[config.mk]
export PLATFORM = sky130hd
export DESIGN_NAME = root_process_inverse
export DESIGN_NICKNAME = d
export VERILOG_FILES = /design/src/rtl/root_process_inverse.sv
export SDC_FILE = /design/constraint.sdc
export NUM_CORES = 1
export LEC_CHECK = 0
export BUFFER_PORTS_ARGS = -buffer_cell sky130_fd_sc_hd__buf_4
export CORE_AREA = 2 2 85 87
export CTS_BUF_LIST = sky130_fd_sc_hd__clkbuf_4
export DETAILED_ROUTE_END_ITERATION = 6
export DIE_AREA = 0 0 87 89
export PLACE_DENSITY = 0.67
export SYNTH_ARGS = -nofsm -noshare
export SYNTH_HDL_FRONTEND = slang
export SYNTH_SLANG_ARGS = --single-unit
[constraint.sdc]
create_clock -name i_clk -period 4.2 [get_ports i_clk]
set_input_delay 1.26 -clock i_clk [delete_from_list [all_inputs] [get_ports i_clk]]
set_output_delay 1.26 -clock i_clk [all_outputs]
set_load 0.02 [all_outputs]
[src/rtl/root_process_inverse.sv]
// Streaming inverse of RootProcess: recovers A = XOUT + MULT*B + BIAS (mod 2^NBITS)
// through a 2-stage valid/ready pipeline, with a wrapping delivered-word counter.
module root_process_inverse #(
    parameter int NBITS   = 8,
    parameter int MULT    = 3,
    parameter int BIAS    = 21,
    parameter int CNTBITS = 16
) (
    input  logic               i_clk,
    input  logic               i_rst,
    input  logic               i_in_valid,
    output logic               o_in_ready,
    input  logic [NBITS-1:0]   i_xout_in,
    input  logic [NBITS-1:0]   i_b_in,
    output logic               o_out_valid,
    input  logic               i_out_ready,
    output logic [NBITS-1:0]   o_a_out,
    output logic [NBITS-1:0]   o_b_out,
    output logic [CNTBITS-1:0] o_out_count
);
    localparam logic [NBITS-1:0] MULT_N = NBITS'(MULT);
    localparam logic [NBITS-1:0] BIAS_N = NBITS'(BIAS);

    logic               r_v1;
    logic [NBITS-1:0]   r_p1;
    logic [NBITS-1:0]   r_s1;
    logic [NBITS-1:0]   r_b1;
    logic               r_v2;
    logic [NBITS-1:0]   r_a2;
    logic [NBITS-1:0]   r_b2;
    logic [CNTBITS-1:0] r_count;
    logic               w_adv1;
    logic               w_adv2;

    // Ready ripples back combinationally so a full, flowing pipe never stalls.
    assign w_adv2     = !r_v2 || i_out_ready;
    assign w_adv1     = !r_v1 || w_adv2;
    assign o_in_ready = w_adv1;

    always_ff @(posedge i_clk or posedge i_rst) begin
        if (i_rst) begin
            r_v1    <= 1'b0;
            r_p1    <= '0;
            r_s1    <= '0;
            r_b1    <= '0;
            r_v2    <= 1'b0;
            r_a2    <= '0;
            r_b2    <= '0;
            r_count <= '0;
        end else begin
            if (w_adv1) begin
                r_v1 <= i_in_valid;
                if (i_in_valid) begin
                    // Product truncated to NBITS before the add, as the forward block does.
                    r_p1 <= MULT_N * i_b_in;
                    r_s1 <= i_xout_in + BIAS_N;
                    r_b1 <= i_b_in;
                end
            end
            if (w_adv2) begin
                r_v2 <= r_v1;
                if (r_v1) begin
                    r_a2 <= r_s1 + r_p1;
                    r_b2 <= r_b1;
                end
            end
            if (r_v2 && i_out_ready) begin
                r_count <= r_count + CNTBITS'(1);
            end
        end
    end

    assign o_out_valid = r_v2;
    assign o_a_out     = r_a2;
    assign o_b_out     = r_b2;
    assign o_out_count = r_count;
endmodule
# After elaboration in Yosys (flattened, before gate mapping)
# Index checks and enable logic that the tools add are counted.
[totals]
reg_bits = 58
inputBits = 20
output_inout_bits = 34
word_cells = 19
[classes]
addsub = 3
n_mul = 1
n_reduce_logical = 7
[ops]
columns = ["operator", "count"]
rows = [
  ["16-bit by 1-bit adder with 16-bit output (second input constant)", 1],
  ["8-bit by 5-bit adder with 8-bit output (second input constant)", 1],
  ["8-bit adder", 1],
  ["2-bit by 8-bit multiplier with 8-bit output (first input constant)", 1],
  ["2-bit AND reduction", 2],
  ["1-bit zero test", 2],
  ["1-bit logical OR", 2],
  ["1-bit logical AND", 1],
]

# Depth between registers and ports, before layout
[depth]
depth_word = 4
mapped_depth = 7
depth_no_buf = 7

# Worst setup path after synthesis
# No wires, ideal clock.
[synth_timing]
kind = "input to output"
startpoint = "input port i_out_ready"
endpoint = "output port o_in_ready"
t_arrival_ps = 1558
t_required_ps = 2940
setup_slack_ps = 1382
cell_stages = 1
path_buffers = 0
path_cell_list = "nand3b_2"
[synth_via]
elab_chain_cells = 2
[synth_lines]
columns = ["item", "line_no", "rtl"]
rows = [
  ["start: declaration", "16", "input logic i_out_ready,"],
  ["1-bit logical OR", "36", "assign w_adv2 = !r_v2 || i_out_ready;"],
  ["1-bit logical OR", "37", "assign w_adv1 = !r_v1 || w_adv2;"],
  ["end: declaration", "12", "output logic o_in_ready,"],
]
# No other way between the ends.

# Worst setup path after layout
# Ends and elaborated chain as after synthesis.

==> flow_summary.json <==
{
  "outcome": "finished, final reports clean",
  "port_buffers": 53,
  "seq_area_frac_synth_pct": 47.5,
  "maxSlewViolCount": 0,
  "synthTopCellsByArea": "dfrtp_1, ha_1, xnor2_1",
  "crit_chain": "buf_4, nand3b_2, buf_4",
  "cpMostUsedCell": "buf_4",
  "cp.arrival_ns": 1.89,
  "cts_max_path_buffers": 2,
  "post-dp-hpwl_um": 4230,
  "synth.avg_cell_area_um2": 11.4,
  "synth_cells": 263,
  "yosys.area.top_type": "dfrtp_1",
  "rsz0062_at_grt": "no",
  "syn2layout_area_growth_pct": 21.9,
  "crit_fanout": 6,
  "fin_area_mm2": 0.00366,
  "place_congestion": 0.775,
  "yosysWarnings": 0,
  "netlist_area_mm2": 0.00300,
  "drc": 0,
  "fin_skew_ns": 0.00774,
  "max_stage_delay_ns": 0.28,
  "cts_made_buffers": 9,
  "avgViaCountPerCell": 5.34,
  "cts_sinks": 57,
  "post_cts_resized": 0,
  "regToRegEndpoint": "o_a_out[6]",
  "vias": 2175,
  "rr_startpoint": "r_p1[0]",
  "criticalPathCategory": "in -> out",
  "critPathCapture": "o_in_ready",
  "worstSetupStartpointType": "input pin",
  "antenna_found_initial": 0,
  "cellPowerDensity_mw_per_mm2": 542,
  "firstDrtPassIters": 4,
  "relSlewSlack_pct": 50.3,
  "peakVddDrop_mv": 0.271,
  "cp-startpoint": "i_out_ready",
  "cts-root-buf": "clkbuf_4",
  "synth_seq_cells": 57,
  "grt_max_degree": 34,
  "start_util_pct": 44.7,
  "post_cts_buffers": 0,
  "synth_common_cells": "dfrtp_1, nand2_1, xnor2_1",
  "die_x_um": 87,
  "hold_buffers": 0,
  "first_iter_violations": 73,
  "worst_hold_slack_ns": 0.481,
  "cp-end-kind": "output pin",
  "nNetsFinal": 359,
  "drive_above_1_share_pct": 30.6,
  "synth_top_area_share_pct": 47.5,
  "die_area_mm2": 0.00774,
  "synth.distinct_cells": 50,
  "hold_viol_final": 0,
  "yosys_most_used_dff": "dfrtp_1",
  "rrSetupSlack_ns": 2.28,
  "antenna_left": 0,
  "setup_viol_count_final": 0,
  "path_clk_slew_ns": 0.10,
  "setup_tns_ns": 0,
  "period_minus_slack_ns": 3.15,
  "grtUsageTotal_pct": 16.1,
  "placed_cell_area_mm2": 0.00346,
  "synth_edf_count": 0,
  "p_leak_nw": 1.70,
  "cts_max_level": 3,
  "routedWlPerCell_um": 14.1,
  "finalCritPeriodShare_pct": 74.9,
  "wirelength_um": 5730,
  "synth_fp_nets": 300,
  "num_antenna_cells": 0,
  "critPathSlowestCell": "nand3b_2",
  "hold_path.class": "reg -> reg",
  "io_pins": 54,
  "tightest_slew_ns": 0.744,
  "post-route-util_pct": 54.4,
  "crit_required_ns": 2.94,
  "clkLatencyLatePin_ns": 0.39,
  "cts_tree": "done",
  "fp-row-count": 30,
  "grt_overflow": 0,
  "async_flop_share_pct": 100,
  "grt_pass1_vias": 2120,
  "grt_pass1_wl_um": 9650,
  "fp.dieH_um": 89,
  "synth.most_common_cell": "dfrtp_1",
  "fmaxAchievable_mhz": 318,
  "drv_cap": 0,
  "reg2regPathDepth": 7,
  "core-area_mm2": 0.00672
}
critical path: cells and delay by family:
| family | cells | cell delay (ns) |
|---|---|---|
| buf+inv | 2 | 0.34 |
| simple gates | 1 | 0.28 |
routing by layer:
layer / track usage (%) / vias to the layer above / part of all wire, %
li1: - / 1068 / -
met1: 20.7 / 1052 / 47
met2: 25.7 / 45 / 45
met3: 4.34 / 10 / 5.8
met4: 6.82 / 0 / 1.7
met5: 0 / - / 0
area by class of cell:
cell class | instances | area, um2
clock buffer | 9 | 67.6
clock inverter | 7 | 133
fill | 620 | 3060
inverter | 9 | 33.8
multi-input combinational | 191 | 1490
sequential | 57 | 1430
tap | 80 | 100
timing repair buffer | 54 | 405
sequential cells by signal, indices dropped and copies added (netlist names):
register     flops
o_out_valid      1
r_p1             8
o_b_out          8
o_a_out          8
o_out_count     16
r_s1             8
r_v1             1
r_b1             7
cell usage in the layout, fill, tap and decap left out, drive strengths merged, types with 3 or more instances in the layout:
cell / instances
a21o: 4
nand4: 6
inv: 9
ha: 15
clkbuf: 9
nand3: 8
dfrtp: 57
a211oi: 4
bufinv: 4
xnor2: 21
mux2: 21
xor2: 7
clkinv: 3
o21ai: 21
and3: 5
nand2: 31
buf: 54
nor2: 5
a21oi: 4
nand4b: 5
o21bai: 3
worst min-delay path by stage:
stage | startpoint | endpoint | slack, ns | cells past startpoint
after floorplan | r_s1[4] | r_s1[4] | 0.45 | 2
after global routing | o_out_count[15] | o_out_count[15] | 0.50 | 1
final | o_out_count[15] | o_out_count[15] | 0.48 | 1
after detailed placement | o_out_count[15] | o_out_count[15] | 0.48 | 1
after CTS | o_out_count[15] | o_out_count[15] | 0.49 | 1
after global placement | o_out_count[15] | o_out_count[15] | 0.46 | 1
where the power goes:
part	internal (mW)	switching, mW	total, mW
clock network	0.357	0.204	0.561
registers	0.675	0.102	0.776
logic	0.305	0.338	0.643
logic make-up after synthesis:
family	synth area share, %
buffers and inverters	2.75
DFF	47.5
and+or+nand+nor	14.8
muxes	8.51
adders and majority gates	7.59
xor gates and xnor gates	8.17
AOI/OAI and AO/OA	10.7
metrics by stage:
stage | setup slack (ns) | instances | power [mW]
2_1_floorplan | 1.38 | 263 | 1.20
3_3_place_gp | 1.06 | 391 | 1.42
3_5_place_dp | 1.06 | 391 | 1.44
4_1_cts | 1.06 | 407 | 2.01
5_1_grt | 1.03 | 407 | 2.10
6_report | 1.05 | 407 | 1.98
Power figures use the tool's default switching activity.
